<file path="config.mk">
export PLATFORM = sky130hd
export DESIGN_NAME = mem_port_arb_flat
export DESIGN_NICKNAME = d
export VERILOG_FILES = /design/src/rtl/mem_port_arb_if.sv /design/src/rtl/mem_port_arb.sv /design/src/flat_wrapper.sv
export SDC_FILE = /design/constraint.sdc
export NUM_CORES = 1
export LEC_CHECK = 0
export BUFFER_PORTS_ARGS = -buffer_cell sky130_fd_sc_hd__clkbuf_2
export CELL_PAD_IN_SITES_DETAIL_PLACEMENT = 0
export CELL_PAD_IN_SITES_GLOBAL_PLACEMENT = 2
export CORE_MARGIN = 4
export CORE_UTILIZATION = 22
export CTS_CLUSTER_SIZE = 14
export DETAILED_ROUTE_END_ITERATION = 8
export HOLD_SLACK_MARGIN = 0.15
export PLACE_DENSITY_LB_ADDON = 0.1
export SLEW_MARGIN = 40
export SYNTH_ARGS = -nofsm -noshare
export SYNTH_HDL_FRONTEND = slang
export SYNTH_SLANG_ARGS = --single-unit
</file>
<file path="constraint.sdc">
create_clock -name clk -period 2.79 [get_ports clk]
set_input_delay 0.558 -clock clk [delete_from_list [all_inputs] [get_ports clk]]
set_output_delay 0.558 -clock clk [all_outputs]
set_load 0.01 [all_outputs]
</file>
<file path="src/rtl/mem_port_arb_if.sv">
`default_nettype none
// ============================================================================
// mem_port_arb_if : fetch, data and memory-side signals of mem_port_arb
// Rev 1.0
// ============================================================================
interface mem_port_arb_if;
  logic        if_req;
  logic [31:0] if_addr;
  logic        if_flush;
  logic        if_ready;
  logic [31:0] if_rdata;

  logic        dm_req;
  logic        dm_we;
  logic [3:0]  dm_wstrb;
  logic [31:0] dm_addr;
  logic [31:0] dm_wdata;
  logic        dm_ready;
  logic [31:0] dm_rdata;

  logic        mem_req;
  logic        mem_we;
  logic [3:0]  mem_wstrb;
  logic [31:0] mem_addr;
  logic [31:0] mem_wdata;
  logic        mem_ack;
  logic [31:0] mem_rdata;

  modport master (
    input  if_req, if_addr, if_flush,
    input  dm_req, dm_we, dm_wstrb, dm_addr, dm_wdata,
    input  mem_ack, mem_rdata,
    output if_ready, if_rdata, dm_ready, dm_rdata,
    output mem_req, mem_we, mem_wstrb, mem_addr, mem_wdata
  );

  modport slave (
    output if_req, if_addr, if_flush,
    output dm_req, dm_we, dm_wstrb, dm_addr, dm_wdata,
    output mem_ack, mem_rdata,
    input  if_ready, if_rdata, dm_ready, dm_rdata,
    input  mem_req, mem_we, mem_wstrb, mem_addr, mem_wdata
  );
endinterface
`default_nettype wire

</file>
<file path="src/rtl/mem_port_arb.sv">
`default_nettype none
// ============================================================================
// mem_port_arb : fetch/data arbiter for the shared single-port memory.
// Optional watchdog enabled with macro ARB_WATCHDOG_EN.            Rev 1.0
// ============================================================================
module mem_port_arb #(
  parameter int FETCH_STARVE_MAX = 4,
  parameter int WDOG_CYCLES      = 255
) (
  input  logic           clk,
  input  logic           rst_n,
  mem_port_arb_if.master bus,
  output logic           bus_err
);

  typedef enum logic [1:0] {
    IDLE    = 2'd0,
    BUSY_IF = 2'd1,
    BUSY_DM = 2'd2,
    DROP    = 2'd3
  } state_t;

  localparam logic [3:0]  c_starve_max = 4'(FETCH_STARVE_MAX);
  localparam logic [31:0] c_nop        = 32'h0000_0013;

  if (FETCH_STARVE_MAX < 1 || FETCH_STARVE_MAX > 15) begin : g_bad_starve
    $error("mem_port_arb: FETCH_STARVE_MAX must be within 1..15");
  end
  if (WDOG_CYCLES < 1) begin : g_bad_wdog
    $error("mem_port_arb: WDOG_CYCLES must be at least 1");
  end

  state_t      r_state, w_state_nxt;
  logic [3:0]  r_streak, w_streak_nxt;
  logic [31:0] r_addr, r_wdata;
  logic [3:0]  r_wstrb;
  logic        r_we;
  logic        w_grant_if, w_grant_dm;
  logic        w_if_done, w_dm_done;
  logic        w_if_cand, w_busy, w_timeout;

  assign w_if_cand = bus.if_req & ~bus.if_flush;
  assign w_busy    = (r_state != IDLE);

  always_comb begin
    w_state_nxt  = r_state;
    w_streak_nxt = r_streak;
    w_grant_if   = 1'b0;
    w_grant_dm   = 1'b0;
    w_if_done    = 1'b0;
    w_dm_done    = 1'b0;
    case (r_state)
      IDLE: begin
        if (w_if_cand && (!bus.dm_req || r_streak == c_starve_max)) begin
          w_grant_if   = 1'b1;
          w_state_nxt  = BUSY_IF;
          w_streak_nxt = 4'd0;
        end else if (bus.dm_req) begin
          w_grant_dm  = 1'b1;
          w_state_nxt = BUSY_DM;
          // Streak only counts data grants that actually made a fetch wait
          if (!bus.if_req)
            w_streak_nxt = 4'd0;
          else if (r_streak != c_starve_max)
            w_streak_nxt = r_streak + 4'd1;
        end
      end
      BUSY_IF: begin
        if (bus.mem_ack || w_timeout) begin
          w_state_nxt = IDLE;
          w_if_done   = ~bus.if_flush;
        end else if (bus.if_flush) begin
          w_state_nxt = DROP;
        end
      end
      BUSY_DM: begin
        if (bus.mem_ack || w_timeout) begin
          w_state_nxt = IDLE;
          w_dm_done   = 1'b1;
        end
      end
      DROP: begin
        // The memory cannot abort, so the cancelled read is drained silently
        if (bus.mem_ack || w_timeout)
          w_state_nxt = IDLE;
      end
      default: w_state_nxt = IDLE;
    endcase
  end

  always_ff @(posedge clk or negedge rst_n) begin
    if (!rst_n) begin
      r_state  <= IDLE;
      r_streak <= 4'd0;
      r_addr   <= 32'd0;
      r_we     <= 1'b0;
      r_wstrb  <= 4'd0;
      r_wdata  <= 32'd0;
    end else begin
      r_state  <= w_state_nxt;
      r_streak <= w_streak_nxt;
      if (w_grant_if) begin
        r_addr  <= bus.if_addr;
        r_we    <= 1'b0;
        r_wstrb <= 4'd0;
        r_wdata <= 32'd0;
      end else if (w_grant_dm) begin
        r_addr  <= bus.dm_addr;
        r_we    <= bus.dm_we;
        r_wstrb <= bus.dm_wstrb;
        r_wdata <= bus.dm_wdata;
      end
    end
  end

`ifdef ARB_WATCHDOG_EN
  localparam int                  c_wdog_w   = $clog2(WDOG_CYCLES + 1);
  localparam logic [c_wdog_w-1:0] c_wdog_lim = c_wdog_w'(WDOG_CYCLES);

  logic [c_wdog_w-1:0] r_wdog;
  logic                r_bus_err;

  assign w_timeout = w_busy && !bus.mem_ack && (r_wdog == c_wdog_lim);

  always_ff @(posedge clk or negedge rst_n) begin
    if (!rst_n) begin
      r_wdog    <= '0;
      r_bus_err <= 1'b0;
    end else begin
      if (w_grant_if || w_grant_dm)
        r_wdog <= '0;
      else if (w_busy && !bus.mem_ack && r_wdog != c_wdog_lim)
        r_wdog <= r_wdog + 1'b1;
      if (w_timeout)
        r_bus_err <= 1'b1;
    end
  end

  assign bus_err = r_bus_err;
`else
  assign w_timeout = 1'b0;
  assign bus_err   = 1'b0;
`endif

  assign bus.mem_req   = w_busy;
  assign bus.mem_addr  = r_addr;
  assign bus.mem_we    = r_we;
  assign bus.mem_wstrb = r_wstrb;
  assign bus.mem_wdata = r_wdata;

  assign bus.if_ready  = w_if_done;
  assign bus.if_rdata  = w_if_done ? (w_timeout ? c_nop : bus.mem_rdata) : 32'd0;
  assign bus.dm_ready  = w_dm_done;
  assign bus.dm_rdata  = w_dm_done ? (w_timeout ? c_nop : bus.mem_rdata) : 32'd0;

endmodule
`default_nettype wire

</file>
<file path="src/flat_wrapper.sv">
// flat-port wrapper written by rule: the top's interface ports become plain ports
module mem_port_arb_flat 
#(
  parameter int FETCH_STARVE_MAX = 4,
  parameter int WDOG_CYCLES      = 255
)
  (clk, rst_n, bus_err, bus_if_req, bus_if_addr, bus_if_flush, bus_dm_req, bus_dm_we, bus_dm_wstrb, bus_dm_addr, bus_dm_wdata, bus_mem_ack, bus_mem_rdata, bus_if_ready, bus_if_rdata, bus_dm_ready, bus_dm_rdata, bus_mem_req, bus_mem_we, bus_mem_wstrb, bus_mem_addr, bus_mem_wdata);
  mem_port_arb_if bus_i ();
  input  logic clk;
  input  logic rst_n;
  output logic bus_err;
  input wire logic [$bits(bus_i.if_req)-1:0] bus_if_req;
  input wire logic [$bits(bus_i.if_addr)-1:0] bus_if_addr;
  input wire logic [$bits(bus_i.if_flush)-1:0] bus_if_flush;
  input wire logic [$bits(bus_i.dm_req)-1:0] bus_dm_req;
  input wire logic [$bits(bus_i.dm_we)-1:0] bus_dm_we;
  input wire logic [$bits(bus_i.dm_wstrb)-1:0] bus_dm_wstrb;
  input wire logic [$bits(bus_i.dm_addr)-1:0] bus_dm_addr;
  input wire logic [$bits(bus_i.dm_wdata)-1:0] bus_dm_wdata;
  input wire logic [$bits(bus_i.mem_ack)-1:0] bus_mem_ack;
  input wire logic [$bits(bus_i.mem_rdata)-1:0] bus_mem_rdata;
  output wire logic [$bits(bus_i.if_ready)-1:0] bus_if_ready;
  output wire logic [$bits(bus_i.if_rdata)-1:0] bus_if_rdata;
  output wire logic [$bits(bus_i.dm_ready)-1:0] bus_dm_ready;
  output wire logic [$bits(bus_i.dm_rdata)-1:0] bus_dm_rdata;
  output wire logic [$bits(bus_i.mem_req)-1:0] bus_mem_req;
  output wire logic [$bits(bus_i.mem_we)-1:0] bus_mem_we;
  output wire logic [$bits(bus_i.mem_wstrb)-1:0] bus_mem_wstrb;
  output wire logic [$bits(bus_i.mem_addr)-1:0] bus_mem_addr;
  output wire logic [$bits(bus_i.mem_wdata)-1:0] bus_mem_wdata;
  assign bus_i.if_req = bus_if_req;
  assign bus_i.if_addr = bus_if_addr;
  assign bus_i.if_flush = bus_if_flush;
  assign bus_i.dm_req = bus_dm_req;
  assign bus_i.dm_we = bus_dm_we;
  assign bus_i.dm_wstrb = bus_dm_wstrb;
  assign bus_i.dm_addr = bus_dm_addr;
  assign bus_i.dm_wdata = bus_dm_wdata;
  assign bus_i.mem_ack = bus_mem_ack;
  assign bus_i.mem_rdata = bus_mem_rdata;
  assign bus_if_ready = bus_i.if_ready;
  assign bus_if_rdata = bus_i.if_rdata;
  assign bus_dm_ready = bus_i.dm_ready;
  assign bus_dm_rdata = bus_i.dm_rdata;
  assign bus_mem_req = bus_i.mem_req;
  assign bus_mem_we = bus_i.mem_we;
  assign bus_mem_wstrb = bus_i.mem_wstrb;
  assign bus_mem_addr = bus_i.mem_addr;
  assign bus_mem_wdata = bus_i.mem_wdata;
  mem_port_arb #(.FETCH_STARVE_MAX(FETCH_STARVE_MAX), .WDOG_CYCLES(WDOG_CYCLES)) u_core (.clk(clk), .rst_n(rst_n), .bus(bus_i), .bus_err(bus_err));
endmodule
</file>
## Word-level counts from Yosys, hierarchy flattened

Cells that the tools add are included.

| word-level totals | value |
|---|---|
| output and inout port bits | 137 |
| register bits | 75 |

| cells by class | value |
|---|---|
| add/subtract/negate cells | 1 |
| bitwise operators | 2 |
| muxes and demuxes | 29 |
| equality and inequality tests | 9 |
| reduce and logical (&&, ||, !) cells | 10 |

Operator list:

| operator | number |
|---|---|
| 32-bit two-way mux | 6 |
| 4-bit two-way mux | 6 |
| 1-bit two-way mux | 11 |
| 2-bit two-way mux | 5 |
| 2-bit one-hot mux with 3 select lines | 1 |
| 3-bit AND reduction | 2 |
| 2-bit nonzero test | 3 |
| 4-bit by 1-bit adder with 4-bit output (second input constant) | 1 |
| 2-bit equality test (second input constant) | 2 |
| 4-bit by 3-bit equality test with 1-bit output (second input constant) | 1 |
| 4-bit by 3-bit inequality test with 1-bit output (second input constant) | 1 |
| 3-bit by 1-bit inequality test with 1-bit output (second input constant) | 1 |
| 3-bit by 2-bit inequality test with 1-bit output (second input constant) | 1 |
| 3-bit inequality test (second input constant) | 1 |
| 2-bit by 1-bit equality test with 1-bit output (second input constant) | 1 |
| 2-bit zero test | 1 |
| 2-bit by 1-bit inequality test with 1-bit output (second input constant) | 1 |
| 2-bit OR reduction | 1 |
| 1-bit bitwise AND | 1 |
| 1-bit logical AND | 1 |
| 1-bit zero test | 1 |
| 1-bit logical OR | 1 |
| 1-bit inverter | 1 |

## Depth between registers and ports, before layout

| depth | value |
|---|---|
| word-level depth | 7 |
| mapped depth | 8 |
| depth with buffers taken out | 6 |

## Least setup slack after synthesis

Ideal clock, no wire load.

| timing | value |
|---|---|
| kind | in2out |
| start point | input port bus_mem_ack |
| end point | output port bus_if_rdata[11] |
| required time | 2,232 ps |
| stages | 4 |
| buffers on the path | 1 |
| path slack | 831 ps |
| arrival time | 1,401 ps |
| cells stage by stage | nand2_1 > nor3_1 > clkbuf_1 > and2_1 |

| on the way | value |
|---|---|
| word-level cells in the longest chain between the ends | 3 |

RTL lines:

| element | line | RTL |
|---|---|---|
| start: declaration | flat_wrapper.sv:20 | `input wire logic [$bits(bus_i.mem_ack)-1:0] bus_mem_ack;` |
| 1-bit two-way mux | mem_port_arb.sv:69 | `if (bus.mem_ack \|\| w_timeout) begin` |
| 1-bit two-way mux | mem_port_arb.sv:52 | `case (r_state)` |
| via bus_if_ready | flat_wrapper.sv:22 | `output wire logic [$bits(bus_i.if_ready)-1:0] bus_if_ready;` |
| 32-bit two-way mux | mem_port_arb.sv:152 | `assign bus.if_rdata = w_if_done ? (w_timeout ? c_nop : bus.mem_rdata) : 32'd0;` |
| end: declaration | flat_wrapper.sv:23 | `output wire logic [$bits(bus_i.if_rdata)-1:0] bus_if_rdata;` |

The timed path passes the listed nets, and every way through them passes these cells.

## Worst setup path after layout

| timing | value |
|---|---|
| start point | register u_core.r_state[0] |
| end point | output port bus_dm_rdata[9] |

| on the way | value |
|---|---|
| word-level cells in the longest chain between the ends | 3 |

RTL lines:

| element | line | RTL |
|---|---|---|
| start: declaration | mem_port_arb.sv:33 | `state_t r_state, w_state_nxt;` |
| start signal: assignment | mem_port_arb.sv:100 | `r_state <= w_state_nxt;` |
| 2-bit equality test | mem_port_arb.sv:52 |  |
| 1-bit two-way mux | mem_port_arb.sv:52 |  |
| 32-bit two-way mux | mem_port_arb.sv:154 | `assign bus.dm_rdata = w_dm_done ? (w_timeout ? c_nop : bus.mem_rdata) : 32'd0;` |
| end: declaration | flat_wrapper.sv:25 | `output wire logic [$bits(bus_i.dm_rdata)-1:0] bus_dm_rdata;` |

Every way passes these cells.

==> metrics.txt <==
clk_lat worst skew=0.34 ns; Synth Instances=419; pwr dens=946 nW/um2; Vias=3817; Core Util, Final=34.9%; first drt pass iteration count=4; CP max FO=33; Cell Area, Synth=3670 um2; Final setup viols=0; DP Wirelength=10200 um; Startpoint Class=register; io pins=276; hold buffers post-CTS=0; crit path kind=register to output port; Worst R2R Start=u_core.r_streak[0]; R2R depth=7; die width=137 um; Leakage=3.11 nW; Starting Density=22.7%; Max Clock Freq=465 MHz; FP Rows=46; # diodes=0; met1 wire length=5130 um; CTS root buf=clkbuf_16; remaining global-route overflow=0; htree depth=3; WL met3=1250 um; CORE AREA=16100 um2; top-area cell type share of the netlist area=51.2%; Hold WC Path Type=input port to async pin; Vias per Instance=4.24; post-synth top area cell=dfrtp_1; Clock Skew=0.0120 ns; setup slack at placement=0.740 ns; FF-to-FF End=u_core.bus.mem_addr[24]; gpl congestion=0.727; post-layout minimum cycle time=2.15 ns; fraction of layout instances using a drive strength above 1=44.8%; max-cap viol count=0; FILL cells=1793; Top Layer Used=met4; WL met2=6930 um; syn_nets=560; Slew Viols, Final=0; setup_tns=0 ns; flop and latch count out of synthesis=75; YS warnings=0; unrepaired setup endpoints after global routing=no; P&R area growth vs syn=53.2%; DRT iter0 DRCs=140; WL/cell=14.9 um; Worst setup endpoint=bus_dm_rdata[9]; WP data arrival=1.59 ns; reg-to-reg slack, setup=0.84 ns; clk sinks=75; post-CTS sizing=0; Final ANT Viol Nets=0; status=completed; total CTS buffers=9; Syn Area/Cell=8.75 um2; Clock transition at path regs=0.06 ns; initial antenna violation count=0; Req. time, crit path=2.23 ns; final WL=13400 um; kind of end point of the critical path=output port; DRC violation count after routing=0; largest net degree at the start of global routing=51; CTS tree=yes; maximum buffer depth of the clock tree=2; Tcrit/Tclk final=77.1%; peak supply drop=0.000366 V; Port Buf Inserts=274; setup ws final=0.638 ns; Tot GR Track Use=14.3%; library cells used by synthesis=32; vias in the first global route=3882; Worst Setup SP=u_core.r_state[0]; die height=137 um; die area=18800 um2; Final #Nets=821; synth top area cells=dfrtp_1, nand2_1, and2_1; final hold violations=0; Post-CTS Setup Bufs=0; first-pass GRT wire length=20800 um; post-synthesis sequential area ratio=51.2%
==> critical path, cell delays in order (launching register included) <==
cell	delay, ns
dfrtp_1	0.44
inv_1	0.09
and3_1	0.14
buf_4	0.26
and2_1	0.17
clkbuf_2	0.14
==> synth_stat cells <==
library cell,count
a2111oi_4,1
a21o_2,2
a21oi_1,1
a22oi_1,1
and2_1,64
and3_1,1
and4_2,1
buf_2,13
buf_4,1
buf_6,3
clkbuf_1,16
conb_1,1
dfrtp_1,75
ha_1,2
inv_1,6
mux2_2,1
nand2_1,112
nand2b_1,1
nand3_1,39
nand3b_4,1
nor2_1,2
nor2b_1,1
nor3_1,1
o211ai_1,1
o21a_1,1
o21ai_0,5
o21ai_1,29
o21ai_2,1
o221ai_1,1
o22ai_1,33
o311ai_0,1
o31ai_1,1
==> cell type report <==
cell class                 count  area [um2]  share of cell area [%]
clock buffer                  10         229                    4.08
clock inverter                 6         111                    1.98
inverter                       6        22.5                   0.401
multi-input combinational    305        1620                    28.8
sequential                    75        1880                    33.4
tap                          216         270                    4.81
timing repair buffer         283        1490                    26.5
==> sequential cells by signal, indices dropped and copies added (netlist names) <==
signal                count
u_core.bus.mem_wdata     32
u_core.r_state            2
u_core.bus.mem_addr      32
u_core.bus.mem_we         1
u_core.bus.mem_wstrb      4
u_core.r_streak           4
==> metal layers <==
| layer | track usage [%] | vias up |
|---|---|---|
| li1 | - | 1927 |
| met1 | 16.1 | 1733 |
| met2 | 25.3 | 146 |
| met3 | 5.51 | 11 |
| met4 | 3.49 | 0 |
| met5 | 0 | - |
==> cells by family after synthesis <==
family	Yosys count	share of synthesized area, %
adder cells (fa/ha/maj)	2	0.682
flip-flops	75	51.2
buffers and inverters	39	5.15
AND/OR/NAND/NOR	223	29.4
AO/OA/AOI/OAI	78	13.2
multiplexers	1	0.307
other	1	0.102
==> power by group <==
part	switching [W]	total (W)	leakage [nW]	internal, W
clock network	0.000470	0.00135	0.163	0.000876
registers	0.000288	0.00190	0.934	0.00161
logic	0.00123	0.00207	2.02	0.000839
total	0.00199	0.00532	3.11	0.00333
==> through the flow <==
stage / total power, W / area [um2] / hold slack (ns) / instances
2_1_floorplan: 0.00303 / 3670 / 0.262 / 419
3_3_place_gp: 0.00404 / 5280 / 0.449 / 885
3_5_place_dp: 0.00407 / 5280 / 0.455 / 885
4_1_cts: 0.00545 / 5620 / 0.155 / 901
5_1_grt: 0.00576 / 5620 / 0.174 / 901
6_report: 0.00532 / 5620 / 0.149 / 901
==> layout by cell type, fill, tap and decap left out, drive strengths merged, types with 2 or more instances in the layout <==
cell,synthesis,final
buf,17,10
nand2,112,112
and2,64,64
a21o,2,2
o22ai,33,33
nor2,2,2
ha,2,2
nand3,39,39
dfrtp,75,75
clkbuf,16,283
inv,6,7
bufinv,0,3
o21ai,35,35
==> how the worst min path moves through the flow <==
stage	to	slack (ns)	cells past startpoint
after detailed placement	u_core.bus.mem_wdata[9]	0.45	2
after floorplan	u_core.bus.mem_addr[0]	0.26	0
after global placement	u_core.bus.mem_wdata[11]	0.45	2
after CTS	u_core.bus.mem_addr[18]	0.16	1
final	u_core.bus.mem_addr[18]	0.15	1
after global routing	u_core.bus.mem_addr[18]	0.17	1
Power figures use the tool's default switching activity.
